===== config.mk =====
export PLATFORM = sky130hd
export DESIGN_NAME = prog_byte_loader
export DESIGN_NICKNAME = d
export VERILOG_FILES = /design/src/rtl/prog_loader_pkg.sv /design/src/rtl/prog_bus_sync.sv /design/src/rtl/prog_byte_loader.sv
export SDC_FILE = /design/constraint.sdc
export NUM_CORES = 1
export LEC_CHECK = 0
export ABC_AREA = 1
export BUFFER_PORTS_ARGS = -buffer_cell sky130_fd_sc_hd__buf_2
export CAP_MARGIN = 20
export CELL_PAD_IN_SITES_DETAIL_PLACEMENT = 1
export CELL_PAD_IN_SITES_GLOBAL_PLACEMENT = 2
export CORE_MARGIN = 4
export CORE_UTILIZATION = 30
export CTS_CLUSTER_DIAMETER = 60
export DETAILED_ROUTE_END_ITERATION = 7
export GPL_ROUTABILITY_DRIVEN = 0
export PLACE_DENSITY = 0.76
export SYNTH_ARGS = -nofsm -noshare
export SYNTH_HDL_FRONTEND = slang
export SYNTH_SLANG_ARGS = --single-unit

===== constraint.sdc =====
create_clock -name CLK -period 3.1 [get_ports CLK]
set_clock_uncertainty 0.1 [all_clocks]
set_input_delay 0.465 -clock CLK [delete_from_list [all_inputs] [get_ports CLK]]
set_output_delay 0.465 -clock CLK [all_outputs]
set_load 0.1 [all_outputs]

===== src/rtl/prog_loader_pkg.sv =====
// Shared types and bus field positions for the programmer byte loader.
// Build option PROG_CHECKSUM_EN adds a session checksum output.
package prog_loader_pkg;
  typedef enum logic [2:0] {
    IDLE,
    LOAD,
    WRITE,
    FLUSH,
    DONE
  } state_t;

  localparam int PD_BYTE_MSB = 7;
  localparam int PD_STB = 8;
  localparam int PD_EN = 9;
  localparam int BYTES_PER_WORD = 4;
endpackage


===== src/rtl/prog_bus_sync.sv =====
// Synchronizes the raw programmer bus into CLK and detects edges
// on the strobe and enable bits.
module prog_bus_sync
  import prog_loader_pkg::*;
#(
  parameter int SYNC_STAGES = 2
) (
  input  logic       CLK,
  input  logic       RST,
  input  logic [9:0] PROG_DATA,
  output logic [7:0] sync_byte,
  output logic       stb_rise,
  output logic       en_rise,
  output logic       en_fall
);
  logic [SYNC_STAGES-1:0][9:0] stage;
  logic [9:0] last;
  logic stb_q;
  logic en_q;

  assign last = stage[SYNC_STAGES-1];

  always_ff @(posedge CLK) begin
    if (RST) begin
      stage <= '0;
      stb_q <= 1'b0;
      en_q  <= 1'b0;
    end else begin
      stage <= {stage[SYNC_STAGES-2:0], PROG_DATA};
      stb_q <= last[PD_STB];
      en_q  <= last[PD_EN];
    end
  end

  assign sync_byte = last[PD_BYTE_MSB:0];
  assign stb_rise  = last[PD_STB] & ~stb_q;
  assign en_rise   = last[PD_EN] & ~en_q;
  assign en_fall   = ~last[PD_EN] & en_q;
endmodule


===== src/rtl/prog_byte_loader.sv =====
// Packs programmer bytes into 32-bit instruction-memory writes.
// Define PROG_CHECKSUM_EN to add the CHECKSUM output.
module prog_byte_loader
  import prog_loader_pkg::*;
#(
  parameter int ADDR_WIDTH  = 14,
  parameter int SYNC_STAGES = 2
) (
  input  logic                  CLK,
  input  logic                  RST,
  input  logic [9:0]            PROG_DATA,
  output logic                  MEM_WE,
  output logic [ADDR_WIDTH-1:0] MEM_ADDR,
  output logic [31:0]           MEM_DATA,
  output logic                  PROG_BUSY,
  output logic                  MCU_RST,
  output logic                  OVERFLOW,
`ifdef PROG_CHECKSUM_EN
  output logic [7:0]            CHECKSUM,
`endif
  output logic                  PARTIAL
);
  localparam logic [ADDR_WIDTH-1:0] ADDR_MAX = '1;

  state_t state, nxt;
  logic [7:0] sync_byte;
  logic stb_rise, en_rise, en_fall;
  logic [1:0] idx;
  logic [ADDR_WIDTH-1:0] addr;
  logic [31:0] word;
  logic full, ovf, part, take;

  prog_bus_sync #(.SYNC_STAGES(SYNC_STAGES)) u_sync (
    .CLK      (CLK),
    .RST      (RST),
    .PROG_DATA(PROG_DATA),
    .sync_byte(sync_byte),
    .stb_rise (stb_rise),
    .en_rise  (en_rise),
    .en_fall  (en_fall)
  );

  always_ff @(posedge CLK) begin
    if (RST) state <= IDLE;
    else     state <= nxt;
  end

  always_comb begin
    nxt       = state;
    take      = 1'b0;
    MEM_WE    = 1'b0;
    PROG_BUSY = 1'b0;
    MCU_RST   = 1'b0;
    unique case (state)
      IDLE: if (en_rise) nxt = LOAD;
      LOAD: begin
        PROG_BUSY = 1'b1;
        // An enable fall beats a coincident strobe
        if (en_fall) begin
          nxt = (idx != 2'd0) ? FLUSH : DONE;
        end else if (stb_rise) begin
          take = 1'b1;
          if (idx == 2'd3 && !full) nxt = WRITE;
        end
      end
      WRITE: begin
        PROG_BUSY = 1'b1;
        MEM_WE    = 1'b1;
        nxt       = en_fall ? DONE : LOAD;
      end
      FLUSH: begin
        PROG_BUSY = 1'b1;
        MEM_WE    = ~full;
        nxt       = DONE;
      end
      DONE: begin
        MCU_RST = 1'b1;
        nxt     = IDLE;
      end
      default: nxt = IDLE;
    endcase
  end

  always_ff @(posedge CLK) begin
    if (RST) begin
      idx  <= '0;
      addr <= '0;
      word <= '0;
      full <= 1'b0;
      ovf  <= 1'b0;
      part <= 1'b0;
    end else begin
      if (state == IDLE && en_rise) begin
        idx  <= '0;
        addr <= '0;
        word <= '0;
        full <= 1'b0;
        ovf  <= 1'b0;
        part <= 1'b0;
      end
      if (take) begin
        word[{idx, 3'b000} +: 8] <= sync_byte;
        idx <= idx + 2'd1;
        if (idx == 2'd3 && full) begin
          ovf  <= 1'b1;
          word <= '0;
        end
      end
      // The last address is written once; it never wraps to zero
      if (state == WRITE) begin
        word <= '0;
        if (addr == ADDR_MAX) full <= 1'b1;
        else                  addr <= addr + 1'b1;
      end
      if (state == FLUSH) begin
        word <= '0;
        idx  <= '0;
        part <= 1'b1;
        if (full) ovf <= 1'b1;
      end
    end
  end

`ifdef PROG_CHECKSUM_EN
  always_ff @(posedge CLK) begin
    if (RST)                          CHECKSUM <= '0;
    else if (state == IDLE && en_rise) CHECKSUM <= '0;
    else if (take)                    CHECKSUM <= CHECKSUM + sync_byte;
  end
`endif

  assign MEM_ADDR = addr;
  assign MEM_DATA = word;
  assign OVERFLOW = ovf;
  assign PARTIAL  = part;
endmodule


==> run metrics <==
first-pass GRT wire length=17000 um; Initial Util=30.8%; Crit. End Element=register; run status=completed; GRT Overall Usage=16.1%; Worst-Skew Late Latency=340 ps; count leader, synth=nor2_1; wire per inst=14.4 um; final net count=580; mapped cell area=3510 um^2; # resized after CTS=0; Critical Path Start Type=register; Avg Cell Area, Syn=6.97 um^2; crit-path cells=clkinv_1 > ha_1 > nor2_1 > inv_2 > or2_2 > nor2_1 > o21ai_0 > nor2_1; area leader, netlist=dfxtp_1; Num CTS Buffers=9; Most common cell on crit path=nor2_1; n_diodes=0; clock period minus worst slack=2570 ps; RSZ-0062 raised after global routing=false; layout cell share with drive strength beyond 1=16.9%; synth cell count leaders=nor2_1, dfxtp_1, nand2_1; Critical path buffers and inverters=2; total gr overflow=0; worst rel slew slack=53.2%; Hold Path Class=input pin to register; H-tree levels=3; Tcrit/Tclk final=83.0%; library cells used by synthesis=32; DIE WIDTH=116 um; share of the synthesized area in the top cell type=43.3%; post-DP HPWL=7550 um; CORE AREA=11400 um^2; vias per cell=4.76; WS Path Type=register to register; die area=13500 um^2; initial antenna violation count=0; DR pass1 iterations=4; Sink Count=76; clock tree from TritonCTS=yes; Final ANT Viol Nets=0; Top FF cell, synth=dfxtp_1; Largest stage delay, worst path=560 ps; DRC=0; Pins Over Slew Limit=0; setup ws final=527 ps; placed insts=694; Row Count=39; synth warn=0; WP data required=3280 ps; # IOs=63; Clock transition at path regs=60 ps; setup repair bufs after CTS=0; Layout area overhead=20.1%; PortBufs=62; Die Ht=116 um; filler cell count in the final layout=1471; initial DRC count=138; vias in the first global route=3411; Synth area leaders=dfxtp_1, nor2_1, nand3_1; hold buffer count at CTS=0; Hold Slack=223 ps; largest fanout on the critical path=13; Fmax achieved=389 MHz; multi-input logic area=1630 um^2; CTS Buffer Depth=2; synthesized flop and latch total=76; worst vdd ir=0.220 mV; Leak=1.84 nW; clock root buffer=clkbuf_16; total wire length=10200 um; Non-Filler Instances=710; Power Density=536 nW/um^2; ys async rst share=0%; largest net degree at the start of global routing=36; Storage cell area=1520 um^2; Worst Max-Slew Pin Slew=701 ps; final setup fails=0; Arr. time, crit path=2750 ps; slowest CP cell=dfxtp_1; synthesized instance count=504; delay-heaviest family, CP=simple AND/OR/NAND/NOR gates; syn nets=522; Final Hold Viols=0; maxcap violations=0; total negative slack=0 ps; EDFF count, synth=0; pre-CTS WS=550 ps; register area share after synthesis=43.3%; via count of the routed design=3383
[power by group]
part / internal [mW] / total, mW / switching (mW)
combinational: 0.0506 / 0.237 / 0.186
sequential: 0.997 / 1.02 / 0.0204
clock: 0.571 / 1.01 / 0.437
[cell type report]
class / instances / share of cell area [%]
multi-input combinational: 337 / 38.6
sequential: 76 / 36.1
inverter: 74 / 6.58
timing repair buffer: 64 / 7.71
clock buffer: 10 / 5.66
clock inverter: 6 / 1.13
tap: 143 / 4.24
[state kept, by name, indices dropped and copies added (netlist names)]
signal / cells
MEM_DATA: 32
idx: 2
u_sync.last: 10
MEM_ADDR: 14
OVERFLOW: 1
u_sync.en_q: 1
PARTIAL: 1
u_sync.stage: 10
state: 3
u_sync.stb_q: 1
full: 1
[metal layers]
metal,GRT usage (%),part of all wire (%),vias to the layer above
li1,-,-,1731
met1,22.0,50,1591
met2,24.6,45,49
met3,3.63,3.7,12
met4,6.11,1.9,0
met5,0,0,-
[stage by stage]
stage / total power [mW] / utilization (%) / cell area [um^2]
6_report: 2.26 / 36.9 / 4220
5_1_grt: 2.37 / 36.9 / 4220
4_1_cts: 2.30 / 36.9 / 4220
3_5_place_dp: 1.28 / 34.4 / 3930
3_3_place_gp: 1.27 / 34.4 / 3930
2_1_floorplan: 1.22 / - / 3520
[placed cells by master (no fill, tap or decap), types with 2 or more instances in the layout]
cell,Yosys,layout
nand3_1,59,59
o21bai_1,2,2
inv_6,0,2
clkbuf_16,0,9
nor3_1,4,3
buf_4,2,2
buf_2,6,62
nand3_2,2,2
nor2_1,90,90
nand2_4,2,2
inv_2,4,4
a21oi_1,38,38
clkinv_4,0,2
dfxtp_1,76,76
o21ai_0,34,34
nand2_1,76,76
or2_2,2,2
nand4_1,11,11
inv_1,69,69
ha_1,6,6
[final timing paths]
check / end / slack (ps) / startpoint / depth (start not counted)
max: MEM_DATA[20]$_SDFF_PP0_ / 530 / idx[0]$_SDFFE_PP0P_ / 8
min: u_sync.stage[2]$_SDFF_PP0_ / 220 / PROG_DATA[2] / 3
max reg2reg: MEM_DATA[20]$_SDFF_PP0_ / 530 / idx[0]$_SDFFE_PP0P_ / 8
min reg2reg: u_sync.last[9]$_SDFF_PP0_ / 300 / u_sync.stage[9]$_SDFF_PP0_ / 2
[cell families (layout without fill, tap and decap cells)]
group                    count (synthesis)  in the layout  synth area share [%]
AND/OR/NAND/NOR                        252            252                  32.3
buffers and inverters                   91            154                  10.4
AO/OA/AOI/OAI                           78             78                  11.5
flip-flops                              76             76                  43.3
adder cells (fa/ha/maj)                  6              6                  2.14
XOR/XNOR                                 1              1                 0.249
[worst reg2reg max path, stage by stage, from the launching register on]
cell and delay (ps):
dfxtp_1 560, clkinv_1 370, ha_1 470, nor2_1 180, inv_2 90, or2_2 360
nor2_1 110, o21ai_0 110, nor2_1 140
Power figures use the tool's default switching activity.
